==> src/rtl/uc_ctrl.sv <==
// Control unit for the single-cycle microcontroller datapath: opcode decode,
// BOOT/RUN/HALT execution FSM with single-step, retired counter and illegal flag.
module uc_ctrl #(
  parameter int unsigned CNT_W       = 16,
  parameter int unsigned BOOT_CYCLES = 1
) (
  input  logic             clk,
  input  logic             reset,
  input  logic [5:0]       opcode,
  input  logic             zero,
  input  logic             step_mode,
  input  logic             step,
  input  logic             resume,
  output logic             s_inc,
  output logic             s_inm,
  output logic             we3,
  output logic [2:0]       op,
  output logic             pc_en,
  output logic             halted,
  output logic             illegal,
  output logic [CNT_W-1:0] retired
);

  typedef enum logic [1:0] {S_BOOT, S_RUN, S_HALT} state_e;

  localparam int unsigned BW = (BOOT_CYCLES > 1) ? $clog2(BOOT_CYCLES) : 1;
  localparam logic [BW-1:0] BOOT_LAST = BW'(BOOT_CYCLES - 1);

  state_e           state_q, state_d;
  logic [BW-1:0]    boot_q, boot_d;
  logic [CNT_W-1:0] retired_q, retired_d;
  logic             illegal_q, illegal_d;

  logic       dec_inc, dec_inm, dec_we, dec_halt, dec_ill;
  logic [2:0] dec_op;
  logic       exec;
  logic       unused_opcode_hi;

  assign unused_opcode_hi = ^opcode[5:4];

  always_comb begin
    dec_inc  = 1'b1;
    dec_inm  = 1'b0;
    dec_we   = 1'b0;
    dec_op   = 3'b000;
    dec_halt = 1'b0;
    dec_ill  = 1'b0;
    if (!opcode[3]) begin
      dec_op = opcode[2:0];
      dec_we = 1'b1;
    end else begin
      case (opcode[2:0])
        3'b000: begin dec_we = 1'b1; dec_inm = 1'b1; end
        3'b001: dec_inc = 1'b0;
        3'b010: dec_inc = ~zero;
        3'b011: dec_inc = zero;
        3'b100: dec_halt = 1'b1;
        3'b101,
        3'b110: dec_ill = 1'b1;
        default: ;
      endcase
    end
  end

  assign exec = (state_q == S_RUN) && (!step_mode || step);

  always_comb begin
    state_d   = state_q;
    boot_d    = boot_q;
    retired_d = retired_q;
    illegal_d = illegal_q;
    pc_en     = 1'b0;
    we3       = 1'b0;
    s_inc     = dec_inc;
    s_inm     = dec_inm;
    op        = dec_op;
    case (state_q)
      S_BOOT: begin
        boot_d = boot_q + BW'(1);
        if (boot_q == BOOT_LAST) state_d = S_RUN;
      end
      S_RUN: begin
        if (exec) begin
          retired_d = retired_q + CNT_W'(1);
          if (dec_ill) illegal_d = 1'b1;
          // HALT leaves the PC on its own word so resume can step past it
          if (dec_halt) begin
            state_d = S_HALT;
          end else begin
            pc_en = 1'b1;
            we3   = dec_we;
          end
        end
      end
      S_HALT: begin
        if (resume) begin
          pc_en   = 1'b1;
          s_inc   = 1'b1;
          state_d = S_RUN;
        end
      end
      default: state_d = S_BOOT;
    endcase
    if (reset) begin
      state_d   = S_BOOT;
      boot_d    = '0;
      retired_d = '0;
      illegal_d = 1'b0;
      pc_en     = 1'b0;
      we3       = 1'b0;
    end
  end

  always_ff @(posedge clk) begin
    state_q   <= state_d;
    boot_q    <= boot_d;
    retired_q <= retired_d;
    illegal_q <= illegal_d;
  end

  assign halted  = (state_q == S_HALT);
  assign illegal = illegal_q;
  assign retired = retired_q;

endmodule

==> config.mk <==
export PLATFORM = sky130hd
export DESIGN_NAME = uc_ctrl
export DESIGN_NICKNAME = d
export VERILOG_FILES = /design/src/rtl/uc_ctrl.sv
export SDC_FILE = /design/constraint.sdc
export NUM_CORES = 1
export LEC_CHECK = 0
export CORE_ASPECT_RATIO = 0.5
export CORE_MARGIN = 10
export CORE_UTILIZATION = 40
export DETAILED_ROUTE_END_ITERATION = 8
export GPL_TIMING_DRIVEN = 0
export PLACE_DENSITY_LB_ADDON = 0.12
export SYNTH_ARGS = -nofsm -noshare
export SYNTH_HDL_FRONTEND = slang
export SYNTH_SLANG_ARGS = --single-unit
export TNS_END_PERCENT = 1
==> constraint.sdc <==
create_clock -name clk -period 1.8 [get_ports clk]
set_clock_uncertainty 0.1 [all_clocks]
set_input_delay 0.18 -clock clk [delete_from_list [all_inputs] [get_ports clk]]
set_output_delay 0.18 -clock clk [all_outputs]
set_load 0.02 [all_outputs]
==> results of run 1 <==
-- registers in the layout, summed over array words and instances, names as in the netlist --
name     cells
illegal      1
state_q      2
boot_q       1
retired     16
-- worst min-delay path by stage --
stage,endpoint,startpoint,slack [ps]
final,illegal,illegal,390
after global routing,illegal,illegal,420
after CTS,illegal,illegal,390
after detailed placement,illegal,illegal,370
after global placement,illegal,illegal,370
after floorplan,illegal,opcode[3],270
-- what timing repair did --
item / 4_1_cts / 5_1_grt
setup endpoints to repair: 10 / 6
setup buffers: 0 / 2
gates resized for setup: 18 / 16
pin swaps: 0 / 1
-- power by group through the flow --
stage	registers [mW]	clock network [mW]	logic, mW
after CTS	0.520	0.302	0.370
after global routing	0.530	0.318	0.445
after global placement	0.521	0	0.342
final	0.527	0.296	0.397
after detailed placement	0.521	0	0.344
after floorplan	0.534	0	0.214
-- area by class of cell --
| type | instances | area [µm²] |
|---|---|---|
| fill | 236 | 1047 |
| multi-input combinational | 92 | 654.4 |
| sequential | 20 | 402.9 |
| timing repair buffer | 36 | 339.1 |
| tap | 37 | 46.29 |
| clock buffer | 3 | 41.29 |
| inverter | 8 | 30.03 |
| buffer | 4 | 25.02 |
-- kinds of logic after synthesis --
logic type	share of synthesized area [%]
xor+xnor	5.704
mux	1.979
fa+ha+maj	4.657
buf+inv	4.889
flops	37.25
simple gates	29.22
compound gates	16.30
-- cells in the final DEF (no fill, tap or decap), types with 2 or more instances in the layout --
cell type                         Yosys  routed
sky130_fd_sc_hd__o31ai_1              6       6
sky130_fd_sc_hd__inv_1                8       8
sky130_fd_sc_hd__a21oi_1             13      13
sky130_fd_sc_hd__xnor2_1              4       4
sky130_fd_sc_hd__o21ai_0              5       5
sky130_fd_sc_hd__dfxtp_2              0       2
sky130_fd_sc_hd__nand3_1              4       4
sky130_fd_sc_hd__ha_1                 4       3
sky130_fd_sc_hd__dlygate4sd2_1        0       4
sky130_fd_sc_hd__dfxtp_1             20      18
sky130_fd_sc_hd__or3_1                4       4
sky130_fd_sc_hd__clkbuf_2             0       2
sky130_fd_sc_hd__nor4_2               0       2
sky130_fd_sc_hd__nor2b_1              5       5
sky130_fd_sc_hd__clkbuf_8             0       3
sky130_fd_sc_hd__nand4_1              2       2
sky130_fd_sc_hd__buf_4                0       4
sky130_fd_sc_hd__or4_1                6       6
sky130_fd_sc_hd__nor2_1              11      10
sky130_fd_sc_hd__nand2_1              6       6
sky130_fd_sc_hd__xor2_1               3       3
sky130_fd_sc_hd__a211oi_1             2       2
sky130_fd_sc_hd__clkdlybuf4s50_1      0      26
-- per-stage QoR --
step | cells | utilization [%]
floorplan | 124 | -
global placement | 195 | 56.51
detailed placement | 195 | 56.51
CTS | 198 | 58.44
global route | 200 | 59.51
finish | 200 | 59.51
-- routing by layer --
layer | up-vias | part of all wire (%)
li1 | 535 | -
met1 | 465 | 45
met2 | 30 | 42
met3 | 5 | 11
met4 | 0 | 1.4
met5 | - | 0
-- critical path: stages (launching register included) --
cell and delay, ps:
sky130_fd_sc_hd__dfxtp_1 330, sky130_fd_sc_hd__inv_1 110, sky130_fd_sc_hd__ha_4 180, sky130_fd_sc_hd__inv_1 110, sky130_fd_sc_hd__nor2_4 120, sky130_fd_sc_hd__nand2_1 60, sky130_fd_sc_hd__a21oi_1 150, sky130_fd_sc_hd__buf_4 160
==> summary by stage, run 1 <==
Layout
The fraction of final layout cells sized beyond drive strength 1 is about 14%. Compared with the post-synthesis result, the final layout area differs by 43.19%. The finished cells cover 1539 µm². The total number of nets in the final design is 181. The repair_antennas step left the layout with diodes totalling 0.

Synth
A synthesized cell averages around 8.7 µm². In the post-synthesis netlist, the cell with the most instances is sky130_fd_sc_hd__dfxtp_1. The most used flip-flop cell after synthesis is sky130_fd_sc_hd__dfxtp_1.

The fraction of synthesis flops using an asynchronous set or reset pin is 0%. The total standard cell area after synthesis is 1075 µm². The count of mapped cells out of synthesis is approximately 120. The count of cell types in the netlist is 34. Summed over its instances, the top area cell type makes up 37.25% of the synthesized netlist area. Of all cell types, the one taking the most synthesized area is sky130_fd_sc_hd__dfxtp_1.

The number of warnings reported in the yosys synthesis log is 0. The sequential cell area fraction in the yosys report is 37.25%. Yosys attributes the largest share of cell area to sky130_fd_sc_hd__dfxtp_1 37%, sky130_fd_sc_hd__a21oi_1 6.1%, sky130_fd_sc_hd__ha_1 4.7%, sky130_fd_sc_hd__o31ai_1 4.2%, sky130_fd_sc_hd__or4_1 4.2%. Sorting the synthesized cells by how often they occur yields 20 x sky130_fd_sc_hd__dfxtp_1, 13 x sky130_fd_sc_hd__a21oi_1, 11 x sky130_fd_sc_hd__nor2_1, 8 x sky130_fd_sc_hd__inv_1. The number of nets in the synthesized netlist is 140. The count of flip-flops with a built-in enable after synthesis is 0. The flop and latch count out of synthesis is 20.

Power
The power per standard cell area is 792.8 nW/µm². The switching power of the nets is 0.3931 mW. The internal power of the cells totals 0.8271 mW. The clock network burns 24.3% of the power. Summing internal, switching and leakage power gives 1.220 mW.

The worst-case IR drop observed on VDD is about 370 µV. The switching power share of the total is 32.22%. In this run, flip-flops and latches consume 43.2% of the power.

Of the total power, combinational logic draws 32.6%. The analysis attributes to cell leakage a power of approximately 0.54 nW.

Detailed routing
The number of vias per cell after detailed routing is 5.175. The remaining antenna violation count after routing is 0. The routed design has 2797 µm of wire. In the routed design, unresolved DRC markers number 0. The first routing iteration left 46 violations. In the final routed layout, each cell accounts on average for 13.99 µm.

Across all layers, the routed design uses 1035 vias. The number of iterations in the first detailed-routing pass is 4.

Setup path
The highest net fanout along the worst path is 6. The worst register-to-register path begins at retired[4]. The worst register-to-register path has a depth of 5. Data on the critical path is required at its endpoint by around 1500 ps. In this run the worst setup path begins at state_q[1]. Data on the critical path arrives at its endpoint at 1480 ps. The nature of the critical path startpoint is a flop. For flop-to-flop paths, the worst setup slack is 80 ps. The critical path is of the reg2out type. The worst setup path endpoint is pc_en.

The capturing point of the worst reg2reg path is retired[15]. The capturing element type of the critical path is a primary output.

Floorplan
The effective utilization at floorplan is 41.56%. The chip width is 93.31 µm. The placement row count is 13.

The floorplan step defined a core boundary enclosing roughly 2600 µm². The die covers roughly 5300 µm². The die span in y is 56.66 µm. The number of I/O pins is 37.

STA
Setup repair after global routing could not meet its margin everywhere. The post-route worst setup slack is 35.35 ps. The total of endpoints with negative setup slack in the final report is 0. Across all hold checks on the routed design, the worst slack comes to 394.9 ps. The final hold violation count is 0. Headroom to the max-slew limit came out at 66.77%.

The final count of pins violating max slew came to 0. Setup total negative slack on the finished layout was measured at 0 ps. The shortest clock period the worst path allows after layout is 1765 ps. The post-route fraction of the period consumed by the critical path is about 98%. The slew at the pin closest to its max-slew limit is ~500 ps. For this run, the top clock speed supported by timing is 0.5667 GHz.

Min path
The worst min-delay path category is reg2reg. The number of cells traversed by the worst hold path is 2.

CTS
The buffer levels on the longest clock path is 2. The TritonCTS clock tree is built. The tree built by TritonCTS fans out to 20 sinks. The later pin in the worst-skew pair is clocked with a latency of 260 ps.

The clock-pin slew reported for the worst setup and hold paths after clock tree synthesis is 70 ps. In this run, CTS created clock tree buffers numbering 3. The hold buffer count at CTS is 0.

The maximum level of the CTS H-tree is 1. The root buffer cell chosen for the clock tree is sky130_fd_sc_hd__clkbuf_8.

GRT
Summed over all layers, the global routing overflow is 0. The largest net degree at the start of global routing is 11. The number of global-route vias before repair is ~940. Global routing consumed, on the met1 layer, 12.57% of the routing resources. The wire length of the first global-routing pass is roughly 4500 µm. In the global route stage, overall resource usage came out at 10.38%.

met2 is the most crowded layer. The number of antenna violations at the first check in global routing came to 0. The met3 track demand over resource in global routing is under 10%.

The global-route met2 utilization is 14.89%.

Placement
The count of port buffers added during placement is 34. The cell area reported after detailed placement is 1461 µm². Timing analysis after detailed placement gives a worst setup slack of -459.9 ps. The placer congestion estimate is 0.7791. The detailed placer's ending HPWL is 2004 µm.

Job
The max capacitance violation total is 0.

Run status
The run finished with clean final reports.
Power figures use the tool's default switching activity.
==> inputs of run 2 (changes only) <==
- CAP_MARGIN: not set -> 10
- REMOVE_ABC_BUFFERS: not set -> 1
==> run 2 against run 1 <==
Effect of this change: fmax rose by 4.2%; clock power rose by 16%; combinational power fell by 9.1%; sequential cell count did not move; critical path type unchanged; largest power group unchanged.
==> summary by stage, run 2 (synthesis results as in run 1) <==
STA
Based on the critical path, the design can be clocked at up to 0.5906 GHz. The worst pin sits at a relative slew slack of 43.32%. Subtracting the final worst setup slack from the clock period gives between 1500 and 2000 ps.

Setup repair after global routing left no endpoint under its margin. The final count of pins violating max slew is 0. The final hold violation count was 0. Hold is met by between 400 and 500 ps. Across all setup checks in the final design, the least slack found is 106.7 ps. At the pin with the least slew margin, the transition time is roughly 850 ps. After routing, the total negative slack on setup checks comes to 0 ps. The total of endpoints with negative setup slack in the final report is 0. The post-route fraction of the period consumed by the critical path is 94.07%.

Detailed routing
The detailed-route via count is ~1000. Once detail routing completed, the nets flagged for antenna violations numbered 0. The number of iterations in the first detailed-routing pass is 4. In the final routed layout, each cell accounts on average for 12.91 µm. In this run, the number of DRC markers left after iteration 0 of detailed routing was 27.

The number of vias per cell after detailed routing is 5.077. The count of unresolved DRC violations after routing is 0. The final layout contains routed wiring with a total length of 2531 µm.

Layout
The flip-flop count of the largest register, all copies and words added is 16. Once layout is complete, the cells apart from fillers number 196. Cells with a size suffix above 1 make up 13.84% of the layout. The post-synthesis to final-layout area growth is 40.98%. Leaving out fill and tap cells, the most frequent cell in the layout is sky130_fd_sc_hd__clkdlybuf4s50_1. The total number of nets in the final design is 176. In the layout the commonest cells are 25 x sky130_fd_sc_hd__clkdlybuf4s50_1, 19 x sky130_fd_sc_hd__dfxtp_1, 12 x sky130_fd_sc_hd__a21oi_1. The finished cells cover 1515 µm².

The number of diodes is 0. The utilization after layout is 58.59%.

GRT
The total routing resource utilization after global routing is approximately a tenth. The number of antenna violations at the first check in global routing is 0. The remaining global-route overflow is 0. The number of global-route vias before repair is 921. Entering global routing, the biggest net connects 24 pins. The wire length of the first global-routing pass is approximately 4300 µm.

Floorplan
The floorplan has 13 rows. The chip width is 93.31 µm. The die span in y is 56.66 µm. In this run the standard cell core region covers roughly 2600 µm². The area of the die is between 5000 and 6000 µm².

The number of I/O pins is 37. The effective utilization at floorplan is 41.56%.

CTS
The number of clock sinks is 20. The buffer levels on the longest clock path is 2. CTS placed an instance of sky130_fd_sc_hd__clkbuf_8 at the clock tree root. In this run, CTS created clock tree buffers numbering 3. TritonCTS built the clock tree.

The source-to-sink clock delay at the later pin of the worst-skew pair is 260 ps. CTS built an H-tree with a depth of 1. The clock-pin slew reported for the worst setup and hold paths after clock tree synthesis is 70 ps. Hold repair after CTS inserted 0 buffers.

Placement
The placer congestion estimate is 0.7217. The cell area reported after detailed placement is between 1000 and 1500 µm². Counting tap cells, the placed design contains a total of 191 instances. Timing analysis after detailed placement gives a worst setup slack of -603.4 ps. The detailed placer's ending HPWL is 1884 µm. The count of port buffers added during placement is 34.

Run status
The flow ran to the end, and the final reports show no timing, DRC or antenna violations.

Setup path
The worst setup path is launched from a flop. Of all nets on the critical path, the largest fanout is 6. The first element of the critical path is state_q[1]. The worst setup path is captured at a primary output. The worst setup path endpoint is pc_en.

The worst endpoint data arrival time is 1410 ps. In this run the critical register-to-register path is launched from retired[0]. Measured in cells, the most critical reg-to-reg path has a length of 4.

Data on the critical path is required at its endpoint by 1520 ps. The endpoint identified for the worst register-to-register timing path is retired[15]. The critical path in this run is classified as reg2out.

The worst register-to-register path has a setup slack of 160 ps.

Power
The analysis attributes to cell leakage a power of 0.5242 nW. In this run the power density over the cells is 808.7 nW/µm². The maximum vdd drop is around 370 µV. The post-layout total power is 1.225 mW.

Job
The tool flagged a number of max-cap violations equal to 0.

Min path
The min-delay analysis places its worst path in the category reg2reg.
[run 2: final cells by class]
type | instances | area (µm²)
fill | 248 | 1071
multi-input combinational | 92 | 654.4
sequential | 20 | 401.6
timing repair buffer | 35 | 327.8
clock buffer | 4 | 55.05
tap | 37 | 46.29
inverter | 8 | 30.03
[run 2: routing by layer]
metal / part of all wire (%) / global-route usage [%] / wire length [µm] / vias up
li1: - / - / - / 521
met1: 44 / 10.99 / 1118 / 446
met2: 44 / 15.19 / 1123 / 26
met3: 10 / 5.166 / 260 / 2
met4: 1.1 / 3.275 / 28 / 0
met5: 0 / 0 / 0 / -
[run 2: repair_timing]
| item | 4_1_cts | 5_1_grt |
|---|---|---|
| pin swaps | 1 | 2 |
| gates resized for setup | 20 | 9 |
| hold endpoints to repair | 0 | 0 |
| setup buffers | 0 | 1 |
| endpoints found under the setup margin | 14 | 9 |
| gates cloned | 0 | 0 |
[run 2: how the worst min path moves through the flow]
| stage | end | cells after the start | slack [ps] | from |
|---|---|---|---|---|
| final | illegal | 2 | 400 | illegal |
| after detailed placement | illegal | 2 | 390 | illegal |
| after global routing | retired[14] | 2 | 420 | retired[14] |
| after global placement | illegal | 2 | 380 | illegal |
| after floorplan | retired[10] | 1 | 150 | reset |
| after CTS | retired[14] | 2 | 400 | retired[14] |
[run 2: worst max-delay path, cell delays in order, from the launching register on]
cell and delay [ps]:
sky130_fd_sc_hd__dfxtp_1 330, sky130_fd_sc_hd__inv_2 80, sky130_fd_sc_hd__ha_4 170, sky130_fd_sc_hd__inv_2 70, sky130_fd_sc_hd__nor2_4 130, sky130_fd_sc_hd__nand2_1 90, sky130_fd_sc_hd__a21oi_2 130, sky130_fd_sc_hd__buf_4 150
[run 2: report_power, final]
group          switching, mW  internal [mW]
Clock                  0.147          0.195
Sequential            0.0395          0.483
Combinational          0.191          0.170
Total                  0.378          0.847
==> inputs of run 3 (changes only) <==
- TNS_END_PERCENT: 1 -> 20
==> run 3 against run 2 <==
Effect of this change: worst setup slack hardly changed; count of clock-buffer cells in the layout stayed put; combinational power hardly changed; cell count stayed put; utilization stayed put; largest cell class unchanged; highest routed layer unchanged; critical endpoint unchanged.
==> summary by stage, run 3 (synthesis results as in run 1) <==
Run status
The run finished with clean final reports.

Floorplan
The area of the die is 5286 µm². The placeable core region is 2586 µm². The number of I/O pins is 37. The die is about 93 µm wide.

The die span in y is 56.66 µm. The effective utilization at floorplan is 41.56%. The placement row count is 13.

CTS
In this run the clock root is driven by a sky130_fd_sc_hd__clkbuf_8. TritonCTS built the clock tree. The total clock buffers created by CTS is 3. The number of clock sinks is 20. Buffers inserted to repair hold after CTS numbered 0. The buffer levels on the longest clock path is 2. The source-to-sink clock delay at the later pin of the worst-skew pair is 260 ps. The clock-pin slew reported for the worst setup and hold paths after clock tree synthesis is 70 ps.

In this run the number of H-tree levels came out at 1.

STA
The final hold violation count is 0. The worst max-slew margin expressed relative to the limit is between 40% and 50%. The final count of pins violating max slew is 0. The minimum hold slack is roughly 400 ps. Setup violations remaining at the end of the flow were counted as 0. For the pin with the worst max-slew slack, the measured transition is 864.0 ps. The post-route fraction of the period consumed by the critical path is ~94%. The clock period could shrink to 1693 ps.

Setup repair after global routing left no endpoint under its margin. The highest clock rate is 0.5906 GHz.

GRT
The number of global-route vias before repair was 918. The total overflow left after global routing is 0. The met3 track demand over resource in global routing is 5.166%. The number of antenna violations at the first check in global routing is 0.

Global routing consumed, over all layers together, just under 10% of the routing resources. The global-route met2 utilization is 15.19%. Entering global routing, the biggest net connects 24 pins. The met1 usage in global routing is 10.99%. The global routing stage identified its most utilized layer as met2.

The first global-routing pass estimated around 4300 µm of wire.

Detailed routing
Before antenna repair, the detailed router went through 4 iterations. The number of violations reported at the end of detailed-routing iteration 0 is 25. The detailed-route via count is between 1000 and 1500. The final layout contains routed wiring with a total length of 2538 µm.

For this run, design rule violations remaining after detail routing come to 0. The remaining antenna violation count after routing is 0. The average wire per cell in the routed design is between 10 and 15 µm. The number of vias per cell after detailed routing is between 5 and 6.

Power
The analysis attributes to net switching a power of 0.3784 mW. The reported leakage power is 0.5242 nW. VDD sags by at most between 300 and 400 µV. Combinational cells account for ~30% of the total power. Per report_power, the clock group accounts for between 20% and 30% of the total.

In this run, flip-flops and latches consume 42.6% of the power. For this design the ratio of total power to cell area is 808.9 nW/µm². The post-layout total power is roughly 1.2 mW.

Net switching is roughly 31% of the power. The internal power consumption is about 0.85 mW.

Layout
The number of fill cells in the layout is 248. The post-synthesis to final-layout area growth is 40.98%. After the last flow step, the layout net total stands at 176.

The commonest non-fill, non-tap cell in the layout is sky130_fd_sc_hd__clkdlybuf4s50_1. In the layout the commonest cells are 25 x sky130_fd_sc_hd__clkdlybuf4s50_1, 19 x sky130_fd_sc_hd__dfxtp_1, 12 x sky130_fd_sc_hd__a21oi_1. The register with the most flip-flops in the layout has 16 of them. Summing all multi-input logic gate instances after layout gives 654.4 µm².

The fraction of final layout cells sized beyond drive strength 1 is 13.84%. The number of cells in the finished layout apart from fillers is approximately 200. The area taken by flip-flops and latches is 401.6 µm². 0 antenna diodes ended up in the layout.

Setup path
The capturing point of the worst reg2reg path is retired[14]. The worst setup path is launched from a flop. The worst-case reg-to-reg path depth is 5. The launching point of the worst reg2reg path is retired[0]. The highest net fanout along the worst path is 6. At the worst endpoint, the arrival time is roughly 1400 ps. The slack of the worst reg-to-reg path is 130 ps. STA puts the critical path data required time at between 1500 and 2000 ps. The worst setup path is captured at a primary output. The classification of the worst setup path is reg2out.

Placement
The count of port buffers added during placement is 34. The placer congestion estimate is slightly above 0.7. The detailed placer's ending HPWL is 1884 µm. Counting tap cells, the placed design contains a total of 191 instances.

Job
Across the run, the number of max-cap violations was 0.

Min path
In this run the worst hold path is classified as reg2reg. The critical hold path startpoint is illegal. For hold timing, the worst endpoint is illegal. Along the worst hold path, the cell count comes to 2.
## run 3: cell counts in the layout (fill, tap and decap cells not counted)
Identical to the previous run, type by type.
## run 3: metrics by stage
step	utilization [%]	setup WS, ps	instance area (µm²)	TNS, ps
final	58.59	106.8	1515	0
after CTS	58.06	-128.4	1501	-214.3
after floorplan	-	64.23	1052	0
after detailed placement	55.64	-603.4	1439	-2917
after global routing	58.59	2.465	1515	0
after global placement	55.64	-622.7	1439	-2740
## run 3: final cells by class
class | count | area share, %
clock buffers | 4 | 3.633
inverters | 8 | 1.982
multi-input cells | 92 | 43.19
flip-flops and latches | 20 | 26.51
well taps | 37 | 3.055
repair buffers | 35 | 21.64
## run 3: timing repair
item                       4_1_cts  5_1_grt
setup endpoints to repair       14        9
pin swaps                        0        1
setup buffers                    0        1
cloned                           0        0
resized for setup               19       10
## run 3: power by group through the flow
stage / logic (mW) / registers, mW / clock network [mW]
3_5_place_dp: 0.339 / 0.521 / 0
4_1_cts: 0.358 / 0.518 / 0.352
3_3_place_gp: 0.339 / 0.521 / 0
2_1_floorplan: 0.209 / 0.534 / 0
6_report: 0.361 / 0.522 / 0.343
5_1_grt: 0.403 / 0.529 / 0.372
## run 3: worst max path at each step
| stage | end | depth (start not counted) | slack, ps | from |
|---|---|---|---|---|
| after global routing | pc_en | 7 | 2 | state_q[1] |
| after floorplan | retired[14] | 4 | 60 | retired[0] |
| final | pc_en | 7 | 110 | state_q[1] |
| after detailed placement | we3 | 3 | -600 | reset |
| after global placement | we3 | 3 | -620 | reset |
| after CTS | pc_en | 7 | -130 | state_q[1] |
## run 3: metal layers
metal	wire length, µm	vias to the layer above	part of all wire [%]
met5	0	-	0
met4	28	0	1.1
met3	256	2	10
met2	1110	24	44
met1	1143	455	45
li1	-	520	-
## run 3: worst max-delay path, cell delays in order (launching register included)
cell and delay, ps:
sky130_fd_sc_hd__dfxtp_1 330, sky130_fd_sc_hd__inv_2 80, sky130_fd_sc_hd__ha_4 170, sky130_fd_sc_hd__inv_2 70, sky130_fd_sc_hd__nor2_4 130, sky130_fd_sc_hd__nand2_1 90, sky130_fd_sc_hd__a21oi_2 130, sky130_fd_sc_hd__buf_4 150
